$ cat config.mk
export PLATFORM = sky130hd
export DESIGN_NAME = uart_prog_loader
export DESIGN_NICKNAME = d
export VERILOG_FILES = /design/src/rtl/loader_pkg.sv /design/src/rtl/uart_rx_byte.sv /design/src/rtl/uart_prog_loader.sv
export SDC_FILE = /design/constraint.sdc
export NUM_CORES = 1
export LEC_CHECK = 0
export ABC_CLOCK_PERIOD_IN_PS = 4700
export BUFFER_PORTS_ARGS = -buffer_cell sky130_fd_sc_hd__buf_2
export CORE_ASPECT_RATIO = 0.75
export CORE_MARGIN = 3
export CORE_UTILIZATION = 40
export DETAILED_ROUTE_END_ITERATION = 7
export GPL_ROUTABILITY_DRIVEN = 0
export PLACE_DENSITY_LB_ADDON = 0.3
export SLEW_MARGIN = 10
export SYNTH_ARGS = -nofsm -noshare
export SYNTH_HDL_FRONTEND = slang
export SYNTH_SLANG_ARGS = --single-unit
$ cat constraint.sdc
create_clock -name clk -period 4.7 [get_ports clk]
set_input_delay 0.94 -clock clk [delete_from_list [all_inputs] [get_ports clk]]
set_output_delay 0.94 -clock clk [all_outputs]
set_load 0.02 [all_outputs]
$ cat src/rtl/loader_pkg.sv
// Shared constants and FSM state encoding for the UART program loader.
package loader_pkg;

    localparam logic [7:0] SYNC_BYTE = 8'h55;
    localparam int         ADDR_W    = 16;
    localparam int         WORD_W    = 16;

    typedef enum logic [3:0] {
        ST_IDLE   = 4'd0,
        ST_ADDR_H = 4'd1,
        ST_ADDR_L = 4'd2,
        ST_LEN    = 4'd3,
        ST_DLO    = 4'd4,
        ST_DHI    = 4'd5,
        ST_WR0    = 4'd6,
        ST_WR1    = 4'd7,
        ST_CHK    = 4'd8
    } loader_state_e;

endpackage

$ cat src/rtl/uart_rx_byte.sv
// 8N1 UART byte receiver: 2-flop synchronizer, mid-bit sampling, LSB-first shift.
// byte_valid / frame_err are single-cycle strobes with no back-pressure; byte_data is stable while byte_valid is high.
module uart_rx_byte #(
    parameter int unsigned BIT_DIV = 434
) (
    input  logic       clk,
    input  logic       rst,
    input  logic       rx,
    output logic [7:0] byte_data,
    output logic       byte_valid,
    output logic       frame_err
);

    localparam int unsigned     CW      = $clog2(BIT_DIV + 1);
    localparam logic [CW-1:0]   HALF_M1 = CW'(BIT_DIV / 2 - 1);
    localparam logic [CW-1:0]   FULL_M1 = CW'(BIT_DIV - 1);

    typedef enum logic [1:0] {RX_IDLE, RX_START, RX_DATA, RX_STOP} rx_state_e;

    rx_state_e     state_q, state_d;
    logic          sync1_q, sync2_q, prev_q;
    logic [CW-1:0] cnt_q, cnt_d;
    logic [2:0]    bit_q, bit_d;
    logic [7:0]    shift_q, shift_d;
    logic          valid_q, valid_d;
    logic          ferr_q, ferr_d;

    always_ff @(posedge clk or posedge rst) begin
        if (rst) begin
            sync1_q <= 1'b1;
            sync2_q <= 1'b1;
            prev_q  <= 1'b1;
            state_q <= RX_IDLE;
            cnt_q   <= '0;
            bit_q   <= '0;
            shift_q <= '0;
            valid_q <= 1'b0;
            ferr_q  <= 1'b0;
        end else begin
            sync1_q <= rx;
            sync2_q <= sync1_q;
            prev_q  <= sync2_q;
            state_q <= state_d;
            cnt_q   <= cnt_d;
            bit_q   <= bit_d;
            shift_q <= shift_d;
            valid_q <= valid_d;
            ferr_q  <= ferr_d;
        end
    end

    always_comb begin
        state_d = state_q;
        cnt_d   = cnt_q + 1'b1;
        bit_d   = bit_q;
        shift_d = shift_q;
        valid_d = 1'b0;
        ferr_d  = 1'b0;
        case (state_q)
            RX_IDLE: begin
                cnt_d = '0;
                if (prev_q && !sync2_q) state_d = RX_START;
            end
            RX_START: begin
                // A start bit that is high again at mid-bit was a glitch.
                if (cnt_q == HALF_M1) begin
                    cnt_d   = '0;
                    bit_d   = '0;
                    state_d = sync2_q ? RX_IDLE : RX_DATA;
                end
            end
            RX_DATA: begin
                if (cnt_q == FULL_M1) begin
                    cnt_d   = '0;
                    shift_d = {sync2_q, shift_q[7:1]};
                    bit_d   = bit_q + 3'd1;
                    if (bit_q == 3'd7) state_d = RX_STOP;
                end
            end
            RX_STOP: begin
                if (cnt_q == FULL_M1) begin
                    cnt_d   = '0;
                    state_d = RX_IDLE;
                    valid_d = sync2_q;
                    ferr_d  = !sync2_q;
                end
            end
            default: state_d = RX_IDLE;
        endcase
    end

    assign byte_data  = shift_q;
    assign byte_valid = valid_q;
    assign frame_err  = ferr_q;

endmodule

$ cat src/rtl/uart_prog_loader.sv
// UART program loader: parses SYNC/ADDR/LEN/words/CHK frames into program-memory writes.
// Optional macro LOADER_TIMEOUT_EN adds a mid-frame idle timeout of TIMEOUT_CYC cycles.
module uart_prog_loader
    import loader_pkg::*;
#(
    parameter int unsigned CLK_HZ      = 50000000,
    parameter int unsigned BAUD        = 115200,
    parameter int unsigned TIMEOUT_CYC = 5000000
) (
    input  logic              clk,
    input  logic              rst,
    input  logic              rx,
    output logic [WORD_W-1:0] prog_data,
    output logic [ADDR_W-1:0] prog_add,
    output logic              prog_we,
    output logic              prog_clk,
    output logic              cpu_hold,
    output logic              done,
    output logic              err,
    output loader_state_e     dbg_state
);

    localparam int unsigned BIT_DIV = CLK_HZ / BAUD;

    if (BIT_DIV < 4 || TIMEOUT_CYC < 2 || TIMEOUT_CYC > 32'h00FF_FFFF) begin : g_cfg_check
        $error("uart_prog_loader: BIT_DIV must be >= 4 and TIMEOUT_CYC must fit 24 bits");
    end

    logic [7:0] byte_data;
    logic       byte_valid;
    logic       frame_err;

    uart_rx_byte #(.BIT_DIV(BIT_DIV)) u_rx (
        .clk        (clk),
        .rst        (rst),
        .rx         (rx),
        .byte_data  (byte_data),
        .byte_valid (byte_valid),
        .frame_err  (frame_err)
    );

    loader_state_e     state_q, state_d;
    logic [ADDR_W-1:0] addr_q, addr_d;
    logic [ADDR_W-1:0] prog_add_q, prog_add_d;
    logic [WORD_W-1:0] prog_data_q, prog_data_d;
    logic [8:0]        cnt_q, cnt_d;
    logic [7:0]        lo_q, lo_d;
    logic [7:0]        sum_q, sum_d;
    logic [7:0]        chk_sum;
    logic              hold_q, hold_d;
    logic              done_q, done_d;
    logic              err_q, err_d;
`ifdef LOADER_TIMEOUT_EN
    logic [23:0]       idle_q, idle_d;
`endif

    always_ff @(posedge clk or posedge rst) begin
        if (rst) begin
            state_q     <= ST_IDLE;
            addr_q      <= '0;
            prog_add_q  <= '0;
            prog_data_q <= '0;
            cnt_q       <= '0;
            lo_q        <= '0;
            sum_q       <= '0;
            hold_q      <= 1'b0;
            done_q      <= 1'b0;
            err_q       <= 1'b0;
`ifdef LOADER_TIMEOUT_EN
            idle_q      <= '0;
`endif
        end else begin
            state_q     <= state_d;
            addr_q      <= addr_d;
            prog_add_q  <= prog_add_d;
            prog_data_q <= prog_data_d;
            cnt_q       <= cnt_d;
            lo_q        <= lo_d;
            sum_q       <= sum_d;
            hold_q      <= hold_d;
            done_q      <= done_d;
            err_q       <= err_d;
`ifdef LOADER_TIMEOUT_EN
            idle_q      <= idle_d;
`endif
        end
    end

    always_comb begin
        state_d     = state_q;
        addr_d      = addr_q;
        prog_add_d  = prog_add_q;
        prog_data_d = prog_data_q;
        cnt_d       = cnt_q;
        lo_d        = lo_q;
        sum_d       = sum_q;
        hold_d      = hold_q;
        done_d      = 1'b0;
        err_d       = err_q;
        chk_sum     = sum_q + byte_data;

        if (byte_valid && state_q != ST_IDLE) sum_d = chk_sum;

        case (state_q)
            ST_IDLE: begin
                if (byte_valid && byte_data == SYNC_BYTE) begin
                    state_d = ST_ADDR_H;
                    hold_d  = 1'b1;
                    err_d   = 1'b0;
                    sum_d   = '0;
                end
            end
            ST_ADDR_H: if (byte_valid) begin
                addr_d[15:8] = byte_data;
                state_d      = ST_ADDR_L;
            end
            ST_ADDR_L: if (byte_valid) begin
                addr_d[7:0] = byte_data;
                state_d     = ST_LEN;
            end
            ST_LEN: if (byte_valid) begin
                // LEN byte 0 encodes a full 256-word block.
                cnt_d   = {byte_data == 8'h00, byte_data};
                state_d = ST_DLO;
            end
            ST_DLO: if (byte_valid) begin
                lo_d    = byte_data;
                state_d = ST_DHI;
            end
            ST_DHI: if (byte_valid) begin
                prog_data_d = {byte_data, lo_q};
                prog_add_d  = addr_q;
                state_d     = ST_WR0;
            end
            ST_WR0: state_d = ST_WR1;
            ST_WR1: begin
                addr_d  = addr_q + 16'd1;
                cnt_d   = cnt_q - 9'd1;
                state_d = (cnt_q == 9'd1) ? ST_CHK : ST_DLO;
            end
            ST_CHK: if (byte_valid) begin
                done_d  = (chk_sum == 8'h00);
                err_d   = (chk_sum != 8'h00) | err_q;
                hold_d  = 1'b0;
                state_d = ST_IDLE;
            end
            default: state_d = ST_IDLE;
        endcase

        if (frame_err) begin
            err_d   = 1'b1;
            hold_d  = 1'b0;
            done_d  = 1'b0;
            state_d = ST_IDLE;
        end

`ifdef LOADER_TIMEOUT_EN
        // idle_q counts cycles since the last accepted byte.
        if (state_q == ST_IDLE && !byte_valid) idle_d = '0;
        else if (byte_valid)                   idle_d = 24'd1;
        else                                   idle_d = idle_q + 24'd1;
        if (state_q != ST_IDLE && !byte_valid && idle_q == 24'(TIMEOUT_CYC - 1)) begin
            err_d   = 1'b1;
            hold_d  = 1'b0;
            state_d = ST_IDLE;
        end
`endif
    end

    assign prog_data = prog_data_q;
    assign prog_add  = prog_add_q;
    assign prog_we   = (state_q == ST_WR0) || (state_q == ST_WR1);
    assign prog_clk  = (state_q == ST_WR1);
    assign cpu_hold  = hold_q;
    assign done      = done_q;
    assign err       = err_q;
    assign dbg_state = state_q;

endmodule

==> results.py <==
metrics = {
    "critical_path": {
        "path_cells": "nand4b_4 -> clkinv_1 -> buf_2",
        "path_buf_inv": 2,
        "critPathCaptureType": "output pin",
        "critical_path_class": "flip-flop to output pin",
        "reg_to_reg_endpoint": "addr_q[14]$_DFFE_PP0P_",
        "cpMaxStageDelayCell": "sky130_fd_sc_hd__dfrtp_1",
        "worst_r2r_startpoint": "dbg_state[1]$_DFFE_PP0P_",
        "critPathRequiredTime_ns": 3.76,
        "r2r_setup_slk_ns": 2.19,
        "timing.critical_path.max_delay_family": "buffers and inverters",
        "path_max_fanout": 24,
        "arrival_ns": 2.15,
        "max_stage_delay_ns": 0.55,
        "cp-start-kind": "flip-flop",
        "reg2regPathDepth": 4,
    },
    "synthesis": {
        "synth-edff-count": 0,
        "synth.top_cells.by_area": "sky130_fd_sc_hd__dfrtp_1 (49%), sky130_fd_sc_hd__mux2_2 (10%), sky130_fd_sc_hd__ha_1 (4.4%)",
        "main_combinational_cell_family_by_area_after_synthesis": "simple AND/OR/NAND/NOR gates",
        "synth_top_cells_by_count": "sky130_fd_sc_hd__dfrtp_1 (104), sky130_fd_sc_hd__nor2_1 (52), sky130_fd_sc_hd__mux2_2 (48)",
        "yosysTopAreaCellShare_pct": 48.60,
        "ys_seq_elements": 107,
        "yosys.area_share.xor_xnor_pct": 1.963,
        "post_synth.cell_area_avg_um2": 10.75,
        "synth_fp_nets": 521,
        "adder_and_majority_gate_portion_of_the_synthesized_area_pct": 4.813,
        "yosys.area.top_type": "sky130_fd_sc_hd__dfrtp_1",
        "netlist-cell-type-count": 63,
        "synth-simple-area-share_pct": 17.83,
        "synth_compound_area_share_pct": 10.42,
        "combined_area_of_all_synthesized_cells_um2": 5355,
        "synth-seq-area-share_pct": 50.07,
        "async_set_or_reset_flop_fraction_in_the_synthesized_netlist_pct": 100.0,
        "synth_ff_type": "sky130_fd_sc_hd__dfrtp_1",
        "ys.warnings.count": 0,
        "synthesis.instances": 498,
        "yosys.cell_count.top_type": "sky130_fd_sc_hd__dfrtp_1",
        "post_synth_mux_area_share_pct": 11.80,
    },
    "clocking": {
        "post_cts_hold_buffers": 0,
        "cts_inserted_buffers": 9,
        "cts.repair_timing.setup_buffer_count": 0,
        "post_cts_repair_resize_count": 0,
        "clock_tree_from_tritoncts": "done",
        "cts-root-to-sink-buffers": 2,
        "tritoncts_num_sinks": 107,
        "clk_pin_slew_worst_paths_ns": 0.08,
        "insertion_delay_ns": 0.36,
        "cts.root.buffer_cell": "sky130_fd_sc_hd__clkbuf_16",
        "cts-htree-levels": 3,
    },
    "sta": {
        "fmax_ghz": 0.3232,
        "timing_max_transition_violations_final": 0,
        "maxSlewHeadroom_pct": 36.56,
        "worst_slew_pin_slew_ns": 0.9430,
        "timing.clock.skew_ns": 0.008395,
        "totalNegativeSetupSlack_ns": 0,
        "rsz0062_at_grt": "false",
        "final_critical_period_ns": 3.094,
        "final-setup-viol-count": 0,
        "timing_hold_violations_final": 0,
        "post-route-period-util_pct": 65.84,
    },
    "power": {
        "power_density_nw_per_um2": 325.4,
        "power.switching_fraction_pct": 26.47,
        "total_leakage_power_nw": 3.066,
        "pwr-share-clk_pct": 40.9,
        "net-switching-power_w": 0.0005180,
        "intPower_w": 0.001439,
        "combPwrFrac_pct": 9.5,
        "max-vdd-ir-drop_mv": 0.2148,
        "seqPwrFrac_pct": 49.6,
    },
    "route": {
        "wire_per_inst_um": 16.90,
        "drt_first_iter_violations": 250,
        "route.met2.wl_mm": 5.171,
        "total_wire_length_after_detailed_routing_mm": 11.88,
        "dr_total_vias": 3915,
        "wl_met3_um": 993,
        "drcViolationCount": 0,
        "post_drt_via_cell_ratio": 5.569,
        "detail-route-antenna-nets": 0,
        "detailed_routing_iteration_count_for_the_pre_antenna_repair_pass": 4,
        "highest_layer": "met4",
        "wl_met1_mm": 5.533,
    },
    "finish": {
        "layout.cell_area.non_filler_um2": 6013,
        "layout.cells.non_filler": 703,
        "drive_above_1_share_pct": 23.28,
        "diodes": 0,
        "fill_cells": 1179,
        "nets": 555,
        "area_growth_pct": 12.29,
    },
    "global_routing": {
        "globalRouteOverflowTotal": 0,
        "groute.usage.overall_pct": 16.74,
        "grt_start_max_net_pins": 76,
        "grt_antenna_before_repair": 0,
        "grt_pass1_vias": 3874,
        "grt_pass1_wl_mm": 19.92,
    },
    "status": {
        "status": "complete, no violations",
    },
    "die": {
        "dieHeight_um": 106.2,
        "floorplan.die_area_um2": 14830,
        "initial_core_util_pct": 42.31,
        "fp.coreArea_um2": 12660,
        "rows": 35,
        "dieWidth_um": 139.6,
        "io_pins": 44,
    },
    "place": {
        "hpwl_mm": 8.098,
        "io_buffer_count": 43,
        "dpl_cell_area_um2": 5697,
        "dp.cells": 687,
    },
    "hold_path": {
        "worst_hold_path_type": "flip-flop to flip-flop",
        "hold_path_depth": 0,
        "holdPathEnd": "u_rx.sync2_q$_DFF_PP1_",
        "worstHoldStart": "u_rx.sync1_q$_DFF_PP1_",
    },
    "job": {
        "timing.max_cap.violations": 0,
    },
}
worst max path at each step:
stage,start,to,slack (ns),cells past startpoint
finish,dbg_state[1]$_DFFE_PP0P_,prog_clk,1.61,3
floorplan,rst,asynchronous set/reset pin,0.95,1
global placement,dbg_state[1]$_DFFE_PP0P_,prog_clk,2.12,3
CTS,dbg_state[1]$_DFFE_PP0P_,prog_clk,1.65,3
detailed placement,dbg_state[1]$_DFFE_PP0P_,prog_clk,2.04,3
global route,dbg_state[3]$_DFFE_PP0P_,prog_clk,1.49,3
per-stage QoR:
step	utilization, %	hold WS [ns]	setup WS [ns]	total power [W]
2_1_floorplan	-	0.3452	0.9477	0.001129
3_3_place_gp	45.01	0.3463	2.121	0.001165
3_5_place_dp	45.01	0.3468	2.045	0.001175
4_1_cts	47.51	0.3586	1.647	0.001981
5_1_grt	47.51	0.3671	1.488	0.002052
6_report	47.51	0.3578	1.606	0.001957
flip-flops by register name, summed over array words and instances (netlist names), 8 cells and up, named ones only:
register	flops
prog_add	16
prog_data	16
u_rx.cnt_q	9
sum_q	8
lo_q	8
cnt_q	9
addr_q	16
u_rx.byte_data	8
logic make-up after synthesis:
family	count (synthesis)
AO/OA/AOI/OAI	85
XOR/XNOR	12
adder cells (fa/ha/maj)	20
buffers and inverters	40
flip-flops	107
multiplexers	57
AND/OR/NAND/NOR	177
routing by layer:
metal / global-route usage (%) / vias to the layer above
li1: - / 1879
met4: 5.809 / 0
met2: 24.72 / 129
met5: 0 / -
met3: 4.362 / 12
met1: 23.90 / 1895
worst register-to-register path: stages (launching register included):
cell	delay, ns
sky130_fd_sc_hd__dfrtp_1	0.63
sky130_fd_sc_hd__nand4b_4	0.40
sky130_fd_sc_hd__nor4_1	0.92
sky130_fd_sc_hd__a211oi_1	0.17
sky130_fd_sc_hd__a311oi_1	0.30
layout make-up:
class	count	area (um2)	share of cell area, %
clock buffer	9	225.2	3.745
tap	166	207.7	3.454
clock inverter	7	91.34	1.519
timing repair buffer	45	230.2	3.829
sequential	107	2681	44.59
inverter	18	70.07	1.165
multi-input combinational	351	2507	41.70
layout by cell type (no fill, tap or decap), types with 4 or more instances in the layout:
master                        n
sky130_fd_sc_hd__a211oi_1     5
sky130_fd_sc_hd__a21oi_1     20
sky130_fd_sc_hd__a311oi_1     6
sky130_fd_sc_hd__a31oi_1      7
sky130_fd_sc_hd__and3_1      10
sky130_fd_sc_hd__buf_2       43
sky130_fd_sc_hd__clkbuf_16    9
sky130_fd_sc_hd__dfrtp_1    104
sky130_fd_sc_hd__ha_1        19
sky130_fd_sc_hd__inv_1       16
sky130_fd_sc_hd__mux2_2      48
sky130_fd_sc_hd__mux2i_1      8
sky130_fd_sc_hd__nand2_1     39
sky130_fd_sc_hd__nand3_1     13
sky130_fd_sc_hd__nand4_1      7
sky130_fd_sc_hd__nor2_1      52
sky130_fd_sc_hd__nor3_1       9
sky130_fd_sc_hd__nor4_1       6
sky130_fd_sc_hd__nor4bb_1     4
sky130_fd_sc_hd__o211ai_1     4
sky130_fd_sc_hd__o21ai_0     18
sky130_fd_sc_hd__o22ai_1      4
sky130_fd_sc_hd__or4_1        6
sky130_fd_sc_hd__xor2_1      10
power groups by stage:
stage	Sequential, W	Combinational (W)	Clock, W
2_1_floorplan	0.000980	0.000149	0
3_3_place_gp	0.000985	0.000180	0
3_5_place_dp	0.000987	0.000188	0
4_1_cts	0.000969	0.000188	0.000823
5_1_grt	0.000975	0.000216	0.000861
6_report	0.000970	0.000186	0.000801
Note: power is estimated with default switching activity, not from simulation.
